File: src/rtl/vote_frame_receiver_pkg.sv
// Shared constants and types for the vote frame receiver: framing bytes,
// parser states and the buffered vote entry.
package vote_pkg;

   localparam logic [7:0] VOTE_START_BYTE = 8'hA5;
   localparam logic [7:0] VOTE_CHK_XOR    = 8'h5A;

   typedef enum logic [1:0] {
      ST_HUNT     = 2'd0,
      ST_GET_ID   = 2'd1,
      ST_GET_CAND = 2'd2,
      ST_GET_CHK  = 2'd3
   } parser_state_t;

   typedef struct packed {
      logic [7:0] id;
      logic       cand;
   } vote_entry_t;

   function automatic logic [7:0] vote_checksum(input logic [7:0] id, input logic [7:0] cand);
      return id ^ cand ^ VOTE_CHK_XOR;
   endfunction

endpackage

File: src/rtl/vote_frame_receiver_if.sv
// Byte-stream input, release handshake and statistics of the vote frame receiver.
// The receiver connects through the slave modport; its driver uses master.
interface vote_frame_receiver_if #(
   parameter int FIFO_DEPTH = 8
) ();
   localparam int CNT_W = $clog2(FIFO_DEPTH) + 1;

   logic             valid_in;
   logic [7:0]       byte_in;
   logic             request_new_vote;
   logic             vote_out;
   logic [7:0]       voter_id_out;
   logic             valid_vote_out;
   logic [7:0]       accepted_count;
   logic [7:0]       rejected_count;
   logic [CNT_W-1:0] fifo_count;

   modport master (
      output valid_in, byte_in, request_new_vote,
      input  vote_out, voter_id_out, valid_vote_out,
      input  accepted_count, rejected_count, fifo_count
   );

   modport slave (
      input  valid_in, byte_in, request_new_vote,
      output vote_out, voter_id_out, valid_vote_out,
      output accepted_count, rejected_count, fifo_count
   );
endinterface

File: src/rtl/vote_frame_receiver_fifo.sv
// Synchronous FIFO of vote entries; the head is captured into a register on pop
// and held there until the next pop.
module vote_fifo
   import vote_pkg::*;
#(
   parameter int DEPTH = 8
) (
   input  logic                       clk_in,
   input  logic                       rst_in,
   input  logic                       push,
   input  vote_entry_t                push_data,
   input  logic                       pop,
   output vote_entry_t                rd_data,
   output logic                       full,
   output logic                       empty,
   output logic [$clog2(DEPTH):0]     count
);
   localparam int PTR_W = $clog2(DEPTH);
   localparam int CNT_W = PTR_W + 1;

   vote_entry_t      mem [DEPTH];
   logic [PTR_W-1:0] wr_ptr_q, wr_ptr_d;
   logic [PTR_W-1:0] rd_ptr_q, rd_ptr_d;
   logic [CNT_W-1:0] count_q, count_d;
   vote_entry_t      rd_data_q, rd_data_d;
   logic             do_push, do_pop;

   always_comb begin
      do_pop    = pop && (count_q != '0);
      do_push   = push && ((count_q != CNT_W'(DEPTH)) || do_pop);
      wr_ptr_d  = do_push ? wr_ptr_q + PTR_W'(1) : wr_ptr_q;
      rd_ptr_d  = do_pop  ? rd_ptr_q + PTR_W'(1) : rd_ptr_q;
      count_d   = count_q + CNT_W'(do_push) - CNT_W'(do_pop);
      rd_data_d = do_pop ? mem[rd_ptr_q] : rd_data_q;
   end

   // Storage has no reset so it can map onto block RAM.
   always_ff @(posedge clk_in) begin
      if (do_push) begin
         mem[wr_ptr_q] <= push_data;
      end
   end

   always_ff @(posedge clk_in or negedge rst_in) begin
      if (!rst_in) begin
         wr_ptr_q  <= '0;
         rd_ptr_q  <= '0;
         count_q   <= '0;
         rd_data_q <= '0;
      end else begin
         wr_ptr_q  <= wr_ptr_d;
         rd_ptr_q  <= rd_ptr_d;
         count_q   <= count_d;
         rd_data_q <= rd_data_d;
      end
   end

   assign rd_data = rd_data_q;
   assign full    = (count_q == CNT_W'(DEPTH));
   assign empty   = (count_q == '0);
   assign count   = count_q;
endmodule

File: src/rtl/vote_frame_receiver.sv
// Frames UART bytes into checked votes, buffers them and releases one per request.
// Optional duplicate-ID rejection is enabled by defining VOTE_DUP_FILTER_EN.
module vote_frame_receiver
   import vote_pkg::*;
#(
   parameter int FIFO_DEPTH     = 8,
   parameter int TIMEOUT_CYCLES = 2_500_000
) (
   input  logic                 clk_in,
   input  logic                 rst_in,
   vote_frame_receiver_if.slave bus
);
   localparam int CNT_W  = $clog2(FIFO_DEPTH) + 1;
   localparam int IDLE_W = $clog2(TIMEOUT_CYCLES + 1);
   localparam logic [IDLE_W-1:0] IDLE_LAST = IDLE_W'(TIMEOUT_CYCLES - 1);

   parser_state_t    state_q, state_d;
   logic [7:0]       id_q, id_d;
   logic [7:0]       cand_q, cand_d;
   logic [IDLE_W-1:0] idle_q, idle_d;
   logic             pending_q, pending_d;
   logic [7:0]       acc_q, acc_d;
   logic [7:0]       rej_q, rej_d;
   logic             valid_vote_q, valid_vote_d;

   logic             frame_done, idle_timeout, accept, reject;
   logic             chk_good, cand_good, has_space, dup_id;
   logic             pop, fifo_full, fifo_empty;
   vote_entry_t      push_entry, rd_entry;
   logic [CNT_W-1:0] fifo_count;

`ifdef VOTE_DUP_FILTER_EN
   logic [255:0]     seen_q, seen_d;
`endif

   vote_fifo #(.DEPTH(FIFO_DEPTH)) u_fifo (
      .clk_in    (clk_in),
      .rst_in    (rst_in),
      .push      (accept),
      .push_data (push_entry),
      .pop       (pop),
      .rd_data   (rd_entry),
      .full      (fifo_full),
      .empty     (fifo_empty),
      .count     (fifo_count)
   );

   // Parser state register.
   always_ff @(posedge clk_in or negedge rst_in) begin
      if (!rst_in) state_q <= ST_HUNT;
      else         state_q <= state_d;
   end

   always_comb begin
      state_d = state_q;
      if (bus.valid_in) begin
         unique case (state_q)
            ST_HUNT:     if (bus.byte_in == VOTE_START_BYTE) state_d = ST_GET_ID;
            ST_GET_ID:   state_d = ST_GET_CAND;
            ST_GET_CAND: state_d = ST_GET_CHK;
            ST_GET_CHK:  state_d = ST_HUNT;
            default:     state_d = ST_HUNT;
         endcase
      end else if (idle_timeout) begin
         state_d = ST_HUNT;
      end
   end

   // Frame verdict decoded from the parser state and the current byte.
   always_comb begin
      pop          = (bus.request_new_vote || pending_q) && !fifo_empty;
      idle_timeout = (state_q != ST_HUNT) && !bus.valid_in && (idle_q == IDLE_LAST);
      frame_done   = bus.valid_in && (state_q == ST_GET_CHK);
      chk_good     = (bus.byte_in == vote_checksum(id_q, cand_q));
      cand_good    = (cand_q[7:1] == 7'd0);
      has_space    = !fifo_full || pop;
`ifdef VOTE_DUP_FILTER_EN
      dup_id       = seen_q[id_q];
`else
      dup_id       = 1'b0;
`endif
      accept       = frame_done && chk_good && cand_good && has_space && !dup_id;
      reject       = (frame_done && !accept) || idle_timeout;
      push_entry   = '{id: id_q, cand: cand_q[0]};
   end

   always_comb begin
      id_d         = id_q;
      cand_d       = cand_q;
      if (bus.valid_in && state_q == ST_GET_ID)   id_d   = bus.byte_in;
      if (bus.valid_in && state_q == ST_GET_CAND) cand_d = bus.byte_in;

      if (bus.valid_in || state_q == ST_HUNT || idle_timeout) idle_d = '0;
      else                                                    idle_d = idle_q + IDLE_W'(1);

      // A request that cannot be served now is remembered exactly once.
      if (pop)                        pending_d = 1'b0;
      else if (bus.request_new_vote)  pending_d = 1'b1;
      else                            pending_d = pending_q;

      valid_vote_d = pop;
      acc_d        = (accept && acc_q != 8'hFF) ? acc_q + 8'd1 : acc_q;
      rej_d        = (reject && rej_q != 8'hFF) ? rej_q + 8'd1 : rej_q;
`ifdef VOTE_DUP_FILTER_EN
      seen_d       = seen_q;
      if (accept) seen_d[id_q] = 1'b1;
`endif
   end

   always_ff @(posedge clk_in or negedge rst_in) begin
      if (!rst_in) begin
         id_q         <= '0;
         cand_q       <= '0;
         idle_q       <= '0;
         pending_q    <= 1'b0;
         acc_q        <= '0;
         rej_q        <= '0;
         valid_vote_q <= 1'b0;
`ifdef VOTE_DUP_FILTER_EN
         seen_q       <= '0;
`endif
      end else begin
         id_q         <= id_d;
         cand_q       <= cand_d;
         idle_q       <= idle_d;
         pending_q    <= pending_d;
         acc_q        <= acc_d;
         rej_q        <= rej_d;
         valid_vote_q <= valid_vote_d;
`ifdef VOTE_DUP_FILTER_EN
         seen_q       <= seen_d;
`endif
      end
   end

   assign bus.vote_out       = rd_entry.cand;
   assign bus.voter_id_out   = rd_entry.id;
   assign bus.valid_vote_out = valid_vote_q;
   assign bus.accepted_count = acc_q;
   assign bus.rejected_count = rej_q;
   assign bus.fifo_count     = fifo_count;
endmodule

File: src/flat_wrapper.sv
// flat-port wrapper written by rule: the top's interface ports become plain ports
module vote_frame_receiver_flat import vote_pkg::*;
#(
   parameter int FIFO_DEPTH     = 8,
   parameter int TIMEOUT_CYCLES = 2_500_000
)
  (clk_in, rst_in, bus_valid_in, bus_byte_in, bus_request_new_vote, bus_vote_out, bus_voter_id_out, bus_valid_vote_out, bus_accepted_count, bus_rejected_count, bus_fifo_count);
  vote_frame_receiver_if #(.FIFO_DEPTH(FIFO_DEPTH)) bus_i ();
  input  logic clk_in;
  input  logic rst_in;
  input wire logic [$bits(bus_i.valid_in)-1:0] bus_valid_in;
  input wire logic [$bits(bus_i.byte_in)-1:0] bus_byte_in;
  input wire logic [$bits(bus_i.request_new_vote)-1:0] bus_request_new_vote;
  output wire logic [$bits(bus_i.vote_out)-1:0] bus_vote_out;
  output wire logic [$bits(bus_i.voter_id_out)-1:0] bus_voter_id_out;
  output wire logic [$bits(bus_i.valid_vote_out)-1:0] bus_valid_vote_out;
  output wire logic [$bits(bus_i.accepted_count)-1:0] bus_accepted_count;
  output wire logic [$bits(bus_i.rejected_count)-1:0] bus_rejected_count;
  output wire logic [$bits(bus_i.fifo_count)-1:0] bus_fifo_count;
  assign bus_i.valid_in = bus_valid_in;
  assign bus_i.byte_in = bus_byte_in;
  assign bus_i.request_new_vote = bus_request_new_vote;
  assign bus_vote_out = bus_i.vote_out;
  assign bus_voter_id_out = bus_i.voter_id_out;
  assign bus_valid_vote_out = bus_i.valid_vote_out;
  assign bus_accepted_count = bus_i.accepted_count;
  assign bus_rejected_count = bus_i.rejected_count;
  assign bus_fifo_count = bus_i.fifo_count;
  vote_frame_receiver #(.FIFO_DEPTH(FIFO_DEPTH), .TIMEOUT_CYCLES(TIMEOUT_CYCLES)) u_core (.clk_in(clk_in), .rst_in(rst_in), .bus(bus_i));
endmodule
File: config.mk
export PLATFORM = sky130hd
export DESIGN_NAME = vote_frame_receiver_flat
export DESIGN_NICKNAME = d
export VERILOG_FILES = /design/src/rtl/vote_frame_receiver_pkg.sv /design/src/rtl/vote_frame_receiver_if.sv /design/src/rtl/vote_frame_receiver_fifo.sv /design/src/rtl/vote_frame_receiver.sv /design/src/flat_wrapper.sv
export SDC_FILE = /design/constraint.sdc
export NUM_CORES = 1
export LEC_CHECK = 0
export ABC_AREA = 1
export CORE_ASPECT_RATIO = 1.4
export CORE_MARGIN = 1.5
export CORE_UTILIZATION = 50
export CTS_CLUSTER_SIZE = 28
export DETAILED_ROUTE_END_ITERATION = 6
export GPL_TIMING_DRIVEN = 0
export PLACE_DENSITY = 0.73
export SLEW_MARGIN = 20
export SYNTH_ARGS = -nofsm -noshare
export SYNTH_HDL_FRONTEND = slang
export SYNTH_SLANG_ARGS = --single-unit
File: constraint.sdc
create_clock -name clk_in -period 2.45 [get_ports clk_in]
set_clock_uncertainty 0.15 [all_clocks]
set_input_delay 0.3675 -clock clk_in [delete_from_list [all_inputs] [get_ports clk_in]]
set_output_delay 0.3675 -clock clk_in [all_outputs]
set_load 0.05 [all_outputs]
==> results by group, run 1 <==
Outcome
  • Status: finished with violations
  • Failing checks: negative setup slack

Layout
  • Layout Utilization: 0.6477
  • Post-route cell area: 8671 µm²
  • Ant. Diodes: 0
  • Final Non-Filler Cells: 976
  • Synthesis-to-finish area growth: 26.83%
  • FILL cells: 1056
  • Share of layout cells above drive strength 1: 0.1675
  • Net count, final: 809

Setup path
  • Critical setup path kind: in -> reg
  • Worst path slowest cell: fa_2
  • Crit path largest cell delay: 500 ps
  • Critical path peak fanout: 4
  • CP arrival: approximately 2700 ps
  • Crit end category: flip-flop
  • Ordered list of cells on the worst path: clkdlybuf4s50_1 > inv_1 > nand2_1 > nand2_1 > nor2_1 > nand2_1 > nor2_2 > nand2_2 > inv_2 > nand2_4 > ha_4 > inv_2 > ha_4 > inv_2 > fa_2 > inv_1
  • Critical Path RT: 2620 ps
  • Startpoint Class: input port

Timing
  • Setup TNS: -98.53 ps
  • Period utilization: 1.030
  • Slew HR: 0.6419
  • Final hold violation count: 0
  • Worst slew pin tran: between 500 and 600 ps
  • Fmax: between 300 and 400 MHz
  • Endpoints failing setup: 11
  • Worst setup margin: -74.71 ps
  • Fin crit period: 2525 ps
  • Slew Viols, Final: 0

Synth
  • Post-synth top area share: 0.3163
  • Yosys cell types: 40
  • Synth area leaders: edfxtp_1, dfrtp_1, nand2_1
  • Syn nets: 717
  • Primary FF master, synth: dfrtp_1
  • Cell taking the most area after synthesis: edfxtp_1
  • Synth top cells by count: nand2_1, nor2_1, dfrtp_1
  • Most common cell in the synthesized netlist: nand2_1
  • Number of flops mapped to enable cells by yosys: 72
  • Synth Instances: around 690
  • Sequential cell area fraction in the yosys report: 0.5981
  • Async SR Flop Fraction: 0.5168
  • Mapped Area: 6837 µm²
  • Mean Syn Cell Area: ~9.9 µm²
  • Register bit total from synthesis: roughly 150
  • Synth Warn #: 0

Placement
  • Post-DP HPWL: 10.36 mm
  • Placed cells: 913
  • Final GP Congestion: a little under 0.9
  • Instance area at placement: between 7000 and 8000 µm²
  • Port Buf Inserts: 41

Clocking
  • H-tree depth: 4
  • Clock buffer depth: 2
  • CTS tree: yes
  • TritonCTS Buffers: 17
  • Clk sinks: 149
  • Clk root buf: clkbuf_16
  • Latest clock arrival within the worst-skew pair: 420 ps
  • Worst-path clk slew: approximately 60 ps

Run
  • Number of max-cap violations: 0

Die
  • DIE AREA: around 14000 µm²
  • Initial Utilization: 0.5107
  • # rows: 50
  • Die W: 101.8 µm
  • Ports: 42
  • Core area: ~13000 µm²
  • Die Ht: 141.4 µm

Detailed routing
  • First-pass detailed-route iteration total: 5
  • Post-DRT Antenna Nets: 0
  • Vias: between 5000 and 6000
  • 1st-iter DRT viols: 311
  • Avg WL per Cell: around 16 µm
  • DRC: 0
  • Final wirelength: 15.67 mm
  • Vias per inst: 5.403

Power
  • Worst vdd ir: about 570 µV
  • PwrDens: about 1100 nW/µm²
  • Leak Pwr: 0.003651 µW

GRT
  • Largest net degree at the start of global routing: 54
  • Vias in the first global route: 5303
  • Total GRT Usage: 0.2295
  • Initial antenna violation count: 0
  • Global-route wire length before repair: around 25 mm
  • GRT overflow: 0

Hold path
  • Hold crit path type: in -> reg
==> cells in the final DEF, fill, tap and decap left out, types with 5 or more instances in the layout <==
cell type          n
nand3_1           33
buf_4             26
nor2_2             9
clkbuf_16         17
nor3_1            15
ha_1              11
buf_12             6
xnor2_1            5
clkdlybuf4s50_1   34
dfrtp_2           12
o211ai_1          11
nand3b_1           5
nor2_1            76
inv_1             59
dfrtp_1           65
nor3_4             8
xor2_1            10
nand2_1          136
a21oi_1           12
edfxtp_1          72
nand4_1           14
o32ai_1            9
dlymetal6s2s_1     6
o21ai_0           40
inv_6              7
clkbuf_1          11
mux2i_1            9
o221ai_1           9
inv_2             10
nand2_2            6
nand2_4            5
==> path summary, 6_finish.rpt <==
kind                                                    start                                    to  slack [ps]  cells past startpoint
worst max register to register  u_core.state_q[0]$_DFFE_PN0P_      u_core.u_fifo.count[1]$_DFF_PN0_         -20                     14
worst min register to register     u_core.idle_q[0]$_DFF_PN0_            u_core.idle_q[0]$_DFF_PN0_         310                      1
worst max-delay path                           bus_byte_in[7]      u_core.u_fifo.count[1]$_DFF_PN0_         -70                     16
max in group asynchronous                              rst_in            u_core.id_q[4]$_DFFE_PN0P_        1300                      3
worst min-delay path                           bus_byte_in[6]            u_core.id_q[6]$_DFFE_PN0P_         150                      3
min in group asynchronous                              rst_in  u_core.u_fifo.rd_data[1]$_DFFE_PN0N_         250                      2
==> per-stage QoR <==
| stage | setup WS, ps | hold slack, ps | power, µW |
|---|---|---|---|
| finish | -74.71 | 151.2 | 9186 |
| global route | -146.7 | 175.6 | 9633 |
| CTS | 4.579 | 259.8 | 8961 |
| detailed placement | -860.6 | 160.8 | 6300 |
| global placement | -2233 | 297.9 | 6157 |
| floorplan | 1.286 | -78.09 | 5347 |
==> critical path, delay by kind of cell <==
kind / cells / cell delay [ps]
buffers and inverters: 6 / 790
and+or+nand+nor: 7 / 710
adders and majority gates: 3 / 840
==> final cells by class <==
class / instances / area [µm²] / share of cell area
plain buffers: 20 / 100.1 / 0.01154
inverters: 72 / 275.3 / 0.03175
flip-flops and latches: 149 / 4104 / 0.4733
clock inverters: 15 / 167.7 / 0.01934
well taps: 182 / 227.7 / 0.02626
multi-input cells: 448 / 2610 / 0.3010
repair buffers: 73 / 760.7 / 0.08773
clock buffers: 17 / 425.4 / 0.04906
==> sequential cells by signal (all words and copies together) (netlist names) <==
name / flops
u_core.u_fifo.mem: 72
u_core.idle_q: 22
u_core.bus.accepted_count: 8
u_core.u_fifo.wr_ptr_q: 3
u_core.u_fifo.rd_data: 9
u_core.state_q: 2
u_core.bus.rejected_count: 8
u_core.bus.valid_vote_out: 1
u_core.pending_q: 1
u_core.u_fifo.rd_ptr_q: 3
u_core.cand_q: 8
u_core.u_fifo.count: 4
u_core.id_q: 8
==> report_power, final <==
group	switching (µW)	internal [µW]
clock	1060	1520
combinational	2020	1120
sequential	322	3130
==> timing repair <==
item,4_1_cts,5_1_grt
endpoints found under the setup margin,74,74
setup buffers,16,14
hold endpoints to repair,24,0
pin swaps,9,6
gates resized for setup,21,28
hold buffers,1,0
==> kinds of logic after synthesis <==
| family | share of synthesized area |
|---|---|
| DFF | 0.5981 |
| AOI/OAI and AO/OA | 0.07705 |
| adders and majority gates | 0.03038 |
| buffers and inverters | 0.05271 |
| and+or+nand+nor | 0.2094 |
| muxes | 0.01318 |
| xor gates and xnor gates | 0.01922 |
==> per-layer routing <==
metal | track usage | vias to the layer above | wire length, µm | part of all wire
met4 | 0.1305 | 0 | 765 | 0.049
li1 | - | 2536 | - | -
met2 | 0.4046 | 177 | 8383 | 0.54
met5 | 0 | - | 0 | 0
met1 | 0.2481 | 2508 | 5821 | 0.37
met3 | 0.05468 | 52 | 698 | 0.045
No activity file was read; power rests on OpenSTA's default activity.
==> run 2, diff against run 1 <==
PLACE_DENSITY = 0.69   (was 0.73)
==> run 2 against run 1 <==
Compared with the run above: the run now ends clean; utilization shrank 1.5 points; wire length shrank 2.0%; register-to-register slack gained 40 ps; combinational power shrank 11%; via count shrank 3.4%; final area shrank 2.3%; largest cell class unchanged; sequential share of layout area grew 1.1 points; first-iteration DRC count shrank 25%.
==> results by group, run 2 (synthesis results as in run 1) <==
Outcome
  • Status: completed (was finished with violations)

Clocking
  • Latest clock arrival within the worst-skew pair: 410 ps (was 420 ps)
  • Clk sinks: 149 (unchanged)
  • H-tree depth: 4 (unchanged)
  • CTS tree: yes (unchanged)
  • Clock buffer depth: 2 (unchanged)
  • Clk root buf: clkbuf_16 (unchanged)
  • TritonCTS Buffers: 17 (unchanged)
  • Worst-path clk slew: 70 ps (was 60 ps)

GRT
  • Initial antenna violation count: 0 (unchanged)
  • Global-route wire length before repair: 24.77 mm (was 25.09 mm)
  • Largest net degree at the start of global routing: 58 (was 54)
  • GRT overflow: 0 (unchanged)
  • Total GRT Usage: 0.2277 (was 0.2295)
  • Vias in the first global route: 5203 (was 5303)

Layout
  • Biggest register: u_core.u_fifo.mem (unchanged)
  • Max reg flops: 72 (unchanged)
  • Net count, final: 796 (was 809)
  • Post-route cell area: 8469 µm² (was 8671 µm²)
  • Most frequent cells in the layout: nand2_1, nor2_1, edfxtp_1 (unchanged)
  • Layout Utilization: 0.6326 (was 0.6477)
  • Final Non-Filler Cells: 963 (was 976)
  • FILL cells: 1079 (was 1056)
  • Ant. Diodes: 0 (unchanged)
  • Commonest non-fill, non-tap cell in the layout: nand2_1 (unchanged)
  • Synthesis-to-finish area growth: 23.88% (was 26.83%)
  • Multi-input gate area: 2549 µm² (was 2610 µm²)
  • Share of layout cells above drive strength 1: 0.1344 (was 0.1675)
  • Register area: 4103 µm² (was 4104 µm²)

Die
  • Die W: 101.8 µm (unchanged)
  • # rows: 50 (unchanged)
  • Ports: 42 (unchanged)
  • Initial Utilization: 0.5107 (unchanged)
  • Core area: 13390 µm² (unchanged)
  • DIE AREA: 14390 µm² (unchanged)
  • Die Ht: 141.4 µm (unchanged)

Setup path
  • Crit end category: flip-flop (unchanged)
  • Critical Path RT: 2610 ps (was 2620 ps)
  • Startpoint Class: input port (unchanged)
  • Critical setup path kind: in -> reg (unchanged)
  • Critical path peak fanout: 7 (was 4)
  • CP arrival: 2600 ps (was 2690 ps)

Power
  • Leak Pwr: 0.003535 µW (was 0.003651 µW)
  • Worst vdd ir: 596.8 µV (was 574.0 µV)
  • PwrDens: 1049 nW/µm² (was 1059 nW/µm²)
  • PnR Total Power: 8884 µW (was 9186 µW)

Detailed routing
  • Vias per inst: 5.288 (was 5.403)
  • Final wirelength: 15.35 mm (was 15.67 mm)
  • DRC: 0 (unchanged)
  • First-pass detailed-route iteration total: 4 (was 5)
  • Avg WL per Cell: 15.94 µm (was 16.05 µm)
  • Post-DRT Antenna Nets: 0 (unchanged)
  • 1st-iter DRT viols: 234 (was 311)
  • Vias: 5092 (was 5273)

Timing
  • Period utilization: 0.9949 (was 1.030)
  • Fin crit period: 2437 ps (was 2525 ps)
  • WHS: 215.1 ps (was 151.2 ps)
  • Slew Viols, Final: 0 (unchanged)
  • Fmax: 410.3 MHz (was 396.1 MHz)
  • RSZ-0062 raised after global routing: yes
  • Endpoints failing setup: 0 (was 11)
  • Worst slew pin tran: 604.4 ps (was 537.2 ps)
  • Slew HR: 0.5970 (was 0.6419)
  • Final hold violation count: 0 (unchanged)

Hold path
  • Hold crit path type: in -> reg (unchanged)

Placement
  • Final GP Congestion: 0.8984 (was 0.8904)
  • Placed cells: 913 (unchanged)
  • Instance area at placement: 7609 µm² (unchanged)
  • Post-DP HPWL: 10.60 mm (was 10.36 mm)
  • Port Buf Inserts: 41 (unchanged)

Run
  • Number of max-cap violations: 0 (unchanged)
==> run 2: cell count changes in the layout (fill, tap and decap cells not counted), moves of 3 or more <==
cell,change
buf_4,-11
dlymetal6s2s_1,-5
nor2_1,+5
inv_2,-5
clkdlybuf4s50_1,+5
nand2_1,+3
nor2_2,-4
inv_1,+6
==> run 2: stage by stage <==
| step | worst slack, ps | setup TNS, ps |
|---|---|---|
| 6_report | 12.53 | 0 |
| 5_1_grt | -65.21 | -2598 |
| 4_1_cts | 23.81 | 0 |
| 3_5_place_dp | -883.1 | -59000 |
| 3_3_place_gp | -2259 | -209290 |
| 2_1_floorplan | 1.286 | 0 |
==> run 2: worst max-delay path: stages <==
cell	delay, ps
clkdlybuf4s50_1	600
nand2_1	120
nor2_1	110
nand2_1	60
nor2_1	90
nand2_1	90
inv_1	100
nand2_4	70
ha_4	210
inv_2	60
ha_4	120
inv_2	30
fa_2	510
inv_1	40
==> run 2: metal layers <==
layer	track usage	wire length [µm]
met1	0.2461	5806
met2	0.4130	8698
met3	0.04039	365
met4	0.1262	478
met5	0	0
==> run 2: area by class of cell <==
| cell class | instances | area share |
|---|---|---|
| Sequential cell | 149 | 0.4844 |
| Multi-Input combinational cell | 448 | 0.3009 |
| Timing Repair Buffer | 60 | 0.07387 |
| Clock buffer | 20 | 0.05643 |
| Inverter | 72 | 0.03221 |
| Tap cell | 182 | 0.02689 |
| Clock inverter | 12 | 0.01344 |
| Buffer | 20 | 0.01182 |
==> run 2: path summary, 6_finish.rpt <==
path,startpoint,endpoint,slack (ps),cells after the start
max,bus_valid_in,u_core.u_fifo.count[1]$_DFF_PN0_,10,14
min,bus_byte_in[0],u_core.cand_q[0]$_DFFE_PN0P_,220,3
max reg2reg,u_core.u_fifo.count[2]$_DFF_PN0_,u_core.u_fifo.count[1]$_DFF_PN0_,20,13
min reg2reg,u_core.idle_q[0]$_DFF_PN0_,u_core.idle_q[0]$_DFF_PN0_,310,1
max in group asynchronous,rst_in,u_core.id_q[7]$_DFFE_PN0P_,1310,3
min in group asynchronous,rst_in,u_core.u_fifo.rd_data[7]$_DFFE_PN0N_,250,2
==> run 2: where the power goes <==
group	switching [µW]	internal [µW]
Combinational	1830	965
Clock	1020	1530
Sequential	404	3130
==> run 2: what timing repair did <==
item	in CTS	in global routing
buffers inserted	14	3
hold buffers	1	0
setup endpoints to repair	74	74
gates cloned	0	0
endpoints found under the hold margin	20	0
pin swaps	9	0
gates resized for setup	19	3
==> run 3, diff against run 2 <==
HOLD_SLACK_MARGIN = 0.02   (was default)
==> results of run 3 <==
Final layout, timing and power as in run 2 (identical DEF).
